File: src/rtl/alu_pkg.sv
// Shared opcode constants and FSM state encoding for the multi-cycle ALU.
// Imported by the decoder/datapath in alu_mc.
package alu_pkg;

    localparam logic [3:0] OP_AND  = 4'b0000;
    localparam logic [3:0] OP_OR   = 4'b0001;
    localparam logic [3:0] OP_ADD  = 4'b0010;
    localparam logic [3:0] OP_XOR  = 4'b0011;
    localparam logic [3:0] OP_SLL  = 4'b0100;
    localparam logic [3:0] OP_SRL  = 4'b0101;
    localparam logic [3:0] OP_SUB  = 4'b0110;
    localparam logic [3:0] OP_SLT  = 4'b0111;
    localparam logic [3:0] OP_SLTU = 4'b1000;
    localparam logic [3:0] OP_MUL  = 4'b1001;

    typedef enum logic [1:0] {
        ST_IDLE = 2'd0,
        ST_MUL  = 2'd1,
        ST_DONE = 2'd2
    } state_t;

endpackage

File: src/rtl/alu_mul_iter.sv
// Iterative shift-add multiplier: one multiplier bit per cycle, WIDTH cycles.
// done is high in the final iteration cycle, with product showing the finished low WIDTH bits.
module alu_mul_iter #(
    parameter int WIDTH = 8
) (
    input  logic             clk,
    input  logic             reset_n,
    input  logic             start,
    input  logic [WIDTH-1:0] a,
    input  logic [WIDTH-1:0] b,
    output logic             done,
    output logic [WIDTH-1:0] product
);

    localparam int CW = $clog2(WIDTH);

    logic [WIDTH-1:0] acc;
    logic [WIDTH-1:0] mcand;
    logic [WIDTH-1:0] mplier;
    logic [CW-1:0]    count;
    logic             busy;
    logic [WIDTH-1:0] acc_next;

    assign acc_next = acc + (mplier[0] ? mcand : '0);
    assign done     = busy && (count == CW'(WIDTH - 1));
    assign product  = acc_next;

    // NOTE: state registers use non-blocking assignments so every flop samples pre-edge values.
    always_ff @(posedge clk) begin
        if (!reset_n) begin
            acc    <= '0;
            mcand  <= '0;
            mplier <= '0;
            count  <= '0;
            busy   <= 1'b0;
        end else if (start) begin
            acc    <= '0;
            mcand  <= a;
            mplier <= b;
            count  <= '0;
            busy   <= 1'b1;
        end else if (busy) begin
            acc    <= acc_next;
            mcand  <= mcand << 1;
            mplier <= mplier >> 1;
            count  <= count + 1'b1;
            if (done) begin
                busy <= 1'b0;
            end
        end
    end

endmodule

File: src/rtl/alu_mc.sv
// Multi-cycle ALU with valid/ready handshakes: single-cycle ops complete in one cycle,
// MUL runs through the iterative multiplier; the result is held until the consumer takes it.
module alu_mc
    import alu_pkg::*;
#(
    parameter int WIDTH = 8
) (
    input  logic             clk,
    input  logic             reset_n,
    input  logic             in_valid,
    output logic             in_ready,
    input  logic [WIDTH-1:0] data1,
    input  logic [WIDTH-1:0] data2,
    input  logic [3:0]       ALU_control,
    output logic             out_valid,
    input  logic             out_ready,
    output logic [WIDTH-1:0] ALU_result,
    output logic             zero,
    output logic             carry,
    output logic             overflow
);

    localparam int SW = $clog2(WIDTH);

    state_t           state_q;
    state_t           state_d;
    logic             accept;
    logic             is_mul;
    logic             mul_done;
    logic [WIDTH-1:0] mul_product;

    logic [WIDTH:0]   sum_ext;
    logic [WIDTH-1:0] diff;
    logic [SW-1:0]    shamt;
    logic             slt;
    logic             sltu;
    logic [WIDTH-1:0] alu_res;
    logic             alu_c;
    logic             alu_v;

    assign in_ready  = reset_n && (state_q == ST_IDLE);
    assign out_valid = (state_q == ST_DONE);
    assign accept    = in_valid && in_ready;
    assign is_mul    = (ALU_control == OP_MUL);

    assign sum_ext = {1'b0, data1} + {1'b0, data2};
    assign diff    = data1 - data2;
    assign shamt   = data2[SW-1:0];
    assign slt     = $signed(data1) < $signed(data2);
    assign sltu    = data1 < data2;

    // NOTE: every always_comb output gets a default first so no path can infer a latch.
    always_comb begin
        alu_res = '0;
        alu_c   = 1'b0;
        alu_v   = 1'b0;
        case (ALU_control)
            OP_AND:  alu_res = data1 & data2;
            OP_OR:   alu_res = data1 | data2;
            OP_XOR:  alu_res = data1 ^ data2;
            OP_SLL:  alu_res = data1 << shamt;
            OP_SRL:  alu_res = data1 >> shamt;
            OP_SLT:  alu_res = {{(WIDTH-1){1'b0}}, slt};
            OP_SLTU: alu_res = {{(WIDTH-1){1'b0}}, sltu};
            OP_ADD: begin
                alu_res = sum_ext[WIDTH-1:0];
                alu_c   = sum_ext[WIDTH];
                alu_v   = (data1[WIDTH-1] == data2[WIDTH-1]) &&
                          (sum_ext[WIDTH-1] != data1[WIDTH-1]);
            end
            OP_SUB: begin
                alu_res = diff;
                alu_c   = sltu;
                alu_v   = (data1[WIDTH-1] != data2[WIDTH-1]) &&
                          (diff[WIDTH-1] != data1[WIDTH-1]);
            end
            default: ;
        endcase
    end

    alu_mul_iter #(.WIDTH(WIDTH)) u_mul (
        .clk     (clk),
        .reset_n (reset_n),
        .start   (accept && is_mul),
        .a       (data1),
        .b       (data2),
        .done    (mul_done),
        .product (mul_product)
    );

    always_comb begin
        state_d = state_q;
        case (state_q)
            ST_IDLE: if (accept) state_d = is_mul ? ST_MUL : ST_DONE;
            ST_MUL:  if (mul_done) state_d = ST_DONE;
            ST_DONE: if (out_ready) state_d = ST_IDLE;
            default: state_d = ST_IDLE;
        endcase
    end

    always_ff @(posedge clk) begin
        if (!reset_n) begin
            state_q <= ST_IDLE;
        end else begin
            state_q <= state_d;
        end
    end

    // Result registers change only when an accepted operation completes.
    always_ff @(posedge clk) begin
        if (!reset_n) begin
            ALU_result <= '0;
            zero       <= 1'b1;
            carry      <= 1'b0;
            overflow   <= 1'b0;
        end else if (accept && !is_mul) begin
            ALU_result <= alu_res;
            zero       <= (alu_res == '0);
            carry      <= alu_c;
            overflow   <= alu_v;
        end else if (state_q == ST_MUL && mul_done) begin
            ALU_result <= mul_product;
            zero       <= (mul_product == '0);
            carry      <= 1'b0;
            overflow   <= 1'b0;
        end
    end

endmodule

File: config.mk
export PLATFORM = sky130hd
export DESIGN_NAME = alu_mc
export DESIGN_NICKNAME = d
export VERILOG_FILES = /design/src/rtl/alu_pkg.sv /design/src/rtl/alu_mul_iter.sv /design/src/rtl/alu_mc.sv
export SDC_FILE = /design/constraint.sdc
export NUM_CORES = 1
export LEC_CHECK = 0
export ABC_CLOCK_PERIOD_IN_PS = 10720
export CORE_UTILIZATION = 50
export CTS_CLUSTER_DIAMETER = 80
export DETAILED_ROUTE_END_ITERATION = 12
export PLACE_DENSITY = 0.71
export RECOVER_POWER = 100
export SYNTH_ARGS = -nofsm -noshare
export SYNTH_HDL_FRONTEND = slang
export SYNTH_HIERARCHICAL = 1
export SYNTH_SLANG_ARGS = --single-unit
File: constraint.sdc
create_clock -name clk -period 10.72 [get_ports clk]
set_clock_uncertainty 0.2 [all_clocks]
set_input_delay 2.68 -clock clk [delete_from_list [all_inputs] [get_ports clk]]
set_output_delay 2.68 -clock clk [all_outputs]
set_load 0.02 [all_outputs]
==> run_results.csv <==
group,metric,value,unit
status,outcome,"complete, no violations",
logic_synthesis,ys_seq_area_share,20.2,%
pwr,power_frac_seq,37.7,%
sta,fmax,137,MHz
floorplanning,fp.coreArea,7770,um2
pwr,p_per_area,92.2,nW/um2
pwr,clkPwrFrac,35.3,%
finish,instances_no_fill,645,
clocking,clockBufferDepth,2,
logic_synthesis,yosysTopAreaCellShare,20.2,%
clocking,cts_buffers,5,
sta,fin_crit,7.28,ns
place,portBuffers,36,
logic_synthesis,synth_edf_count,0,
logic_synthesis,syn_avg_cell_area,7.70,um2
detailed_routing,vias_per_cell,6.12,
detailed_routing,vias,3945,
logic_synthesis,syn_nets,588,
detailed_routing,first_iter_violations,319,
sta,hold_ws,0.271,ns
sta,hold_viol,0,
pwr,ir_drop,0.0517,mV
finish,area_growth,12.1,%
logic_synthesis,synth_mux_area_share,9.28,%
finish,nets,603,
clocking,cts_setup_buffers,0,
logic_synthesis,synth_top_family_by_area,"simple AND/OR/NAND/NOR gates",
sta,setup_violations,0,
pwr,p_sw,0.125,mW
grt,grt_pass1_wl,18.0,mm
clocking,cts_hold_buf,0,
floorplanning,fp.dieW,92.1,um
sta,worstMarginPinSlew,1.31,ns
logic_synthesis,synth_common_cells,"nand2_1, dfxtp_1, ha_1, o21ai_0, nor2_1",
critical_path,cp_max_fo,24,
clocking,root_buffer,"clkbuf_8",
logic_synthesis,synth-simple-area-share,26.3,%
pwr,p_int,0.294,mW
detailed_routing,dr.pass1.iters,6,
logic_synthesis,synth_compound_area_share,22.9,%
logic_synthesis,ys.flop_type,"dfxtp_1",
pwr,power.leakage,1.82,nW
clocking,path_clk_slew,0.08,ns
critical_path,critPathKind,"input port to primary output",
grt,grt.overflow.total,0,
pwr,switching_share,29.9,%
floorplanning,ios,37,
critical_path,worst_setup_path_end_kind,"primary output",
logic_synthesis,synthTopCellsByArea,"dfxtp_1, ha_1, mux2i_1",
logic_synthesis,synth.most_common_cell,"nand2_1",
sta,slew_headroom,13.0,%
sta,period_share,67.9,%
logic_synthesis,yosysTopAreaCell,"dfxtp_1",
floorplanning,dieArea,8480,um2
sta,maxSlewViolCount,0,
worst_hold_path,hp-class,"register to register",
clocking,cts.sinks,41,
place,dpl.hpwl,8.37,mm
logic_synthesis,synth.distinct_cells,68,
clocking,ctsResizeCount,0,
logic_synthesis,yosys_warnings,6,
detailed_routing,drt-wirelength-per-cell,17.1,um
sta,rsz0062_at_grt,"no",
place,gp_congestion,0.968,
logic_synthesis,syn_inst,527,
logic_synthesis,ys_ff_latch,41,
clocking,cts_max_level,2,
detailed_routing,ant_nets,0,
floorplanning,start_util,52.2,%
floorplanning,fp.dieH,92.1,um
grt,grt_pass1_vias,3596,
clocking,insertion_delay,0.29,ns
detailed_routing,drc,0,
pwr,combPwrFrac,27.0,%
logic_synthesis,ys_async_sr_fraction,0,%
finish,antenna_cells,0,
clocking,tritoncts,"yes",
finish,final_core_util,58.5,%
grt,track_usage,26.5,%
run,drv_cap,0,
grt,antenna_found_initial,0,
critical_path,critical_path_arrival,4.40,ns
sta,fin_setup_tns,0,ns
finish,drive_gt1_share,4.42,%
critical_path,required,7.84,ns
logic_synthesis,synth_xor_area_share,2.59,%
logic_synthesis,syn_area,4060,um2
floorplanning,rows,32,
detailed_routing,routed_wl,11.1,mm
place,dpl.cell_count,637,
grt,grt_max_degree,36,
critical_path,critPathLaunchType,"input port",
logic_synthesis,synth_adder_area_share,12.0,%
stage by stage:
stage,power [mW],cell area [um2],setup WS [ns]
after floorplan,0.236,4060,4.71
final,0.419,4550,3.44
after global routing,0.439,4550,3.33
after CTS,0.420,4560,3.50
after detailed placement,0.274,4420,3.50
after global placement,0.273,4420,3.52
area by class of cell:
| type | instances | area, um2 |
|---|---|---|
| inverters | 34 | 128 |
| multi-input cells | 421 | 2960 |
| fillers | 739 | 3220 |
| repair buffers | 39 | 379 |
| well taps | 102 | 128 |
| clock buffers | 5 | 68.8 |
| clock inverters | 3 | 65.1 |
| flip-flops and latches | 41 | 821 |
worst max-delay path, stage by stage:
cell and delay, ns:
clkdlybuf4s50_1 0.45, buf_4 0.23, nand2b_1 0.10, nor2_1 0.22
dlygate4sd3_1 0.71
cells by family (layout without fill, tap and decap cells):
kind of cell | after synthesis | after routing
AND/OR/NAND/NOR | 201 | 201
AO/OA/AOI/OAI | 138 | 138
buffers and inverters | 65 | 81
flip-flops | 41 | 41
adder cells (fa/ha/maj) | 37 | 37
multiplexers | 33 | 33
XOR/XNOR | 12 | 12
routing by layer:
| layer | vias up | routed length [um] | GRT usage (%) |
|---|---|---|---|
| met5 | - | 0 | 0 |
| met4 | 0 | 222 | 7.81 |
| met3 | 21 | 575 | 3.65 |
| met2 | 151 | 4840 | 40.5 |
| met1 | 1856 | 5420 | 38.5 |
| li1 | 1917 | - | - |
power by group through the flow:
stage | Clock (mW) | Sequential [mW] | Combinational (mW)
2_1_floorplan | 0 | 0.164 | 0.0722
3_3_place_gp | 0 | 0.161 | 0.112
3_5_place_dp | 0 | 0.161 | 0.113
4_1_cts | 0.150 | 0.158 | 0.113
5_1_grt | 0.157 | 0.158 | 0.123
6_report | 0.148 | 0.158 | 0.113
final timing paths:
| kind | startpoint | to | slack, ns | depth (start not counted) |
|---|---|---|---|---|
| min | overflow | overflow | 0.27 | 2 |
| min reg2reg | overflow | overflow | 0.27 | 2 |
| max reg2reg | state_q[1] | u_mul/acc[6] | 7.62 | 9 |
| max | reset_n | in_ready | 3.44 | 5 |
cell usage in the layout, fill, tap and decap left out, types with 12 or more instances in the layout:
master and count:
dlygate4sd3_1 16, and2_0 12, inv_1 32, clkdlybuf4s50_1 20, dfxtp_1 41, nand2_1 59
o21ai_0 34, nor2_1 32, a21oi_1 29, ha_1 34, nor2b_1 14, mux2i_1 25
nand3_1 13
registers in the layout, summed over array words and instances, names as in the netlist:
signal	count
u_mul/mcand	8
u_mul/busy	1
u_mul/count	3
u_mul/acc	8
u_mul/mplier	8
overflow	1
zero	1
carry	1
state_q	2
ALU_result	8
Power figures use the tool's default switching activity.
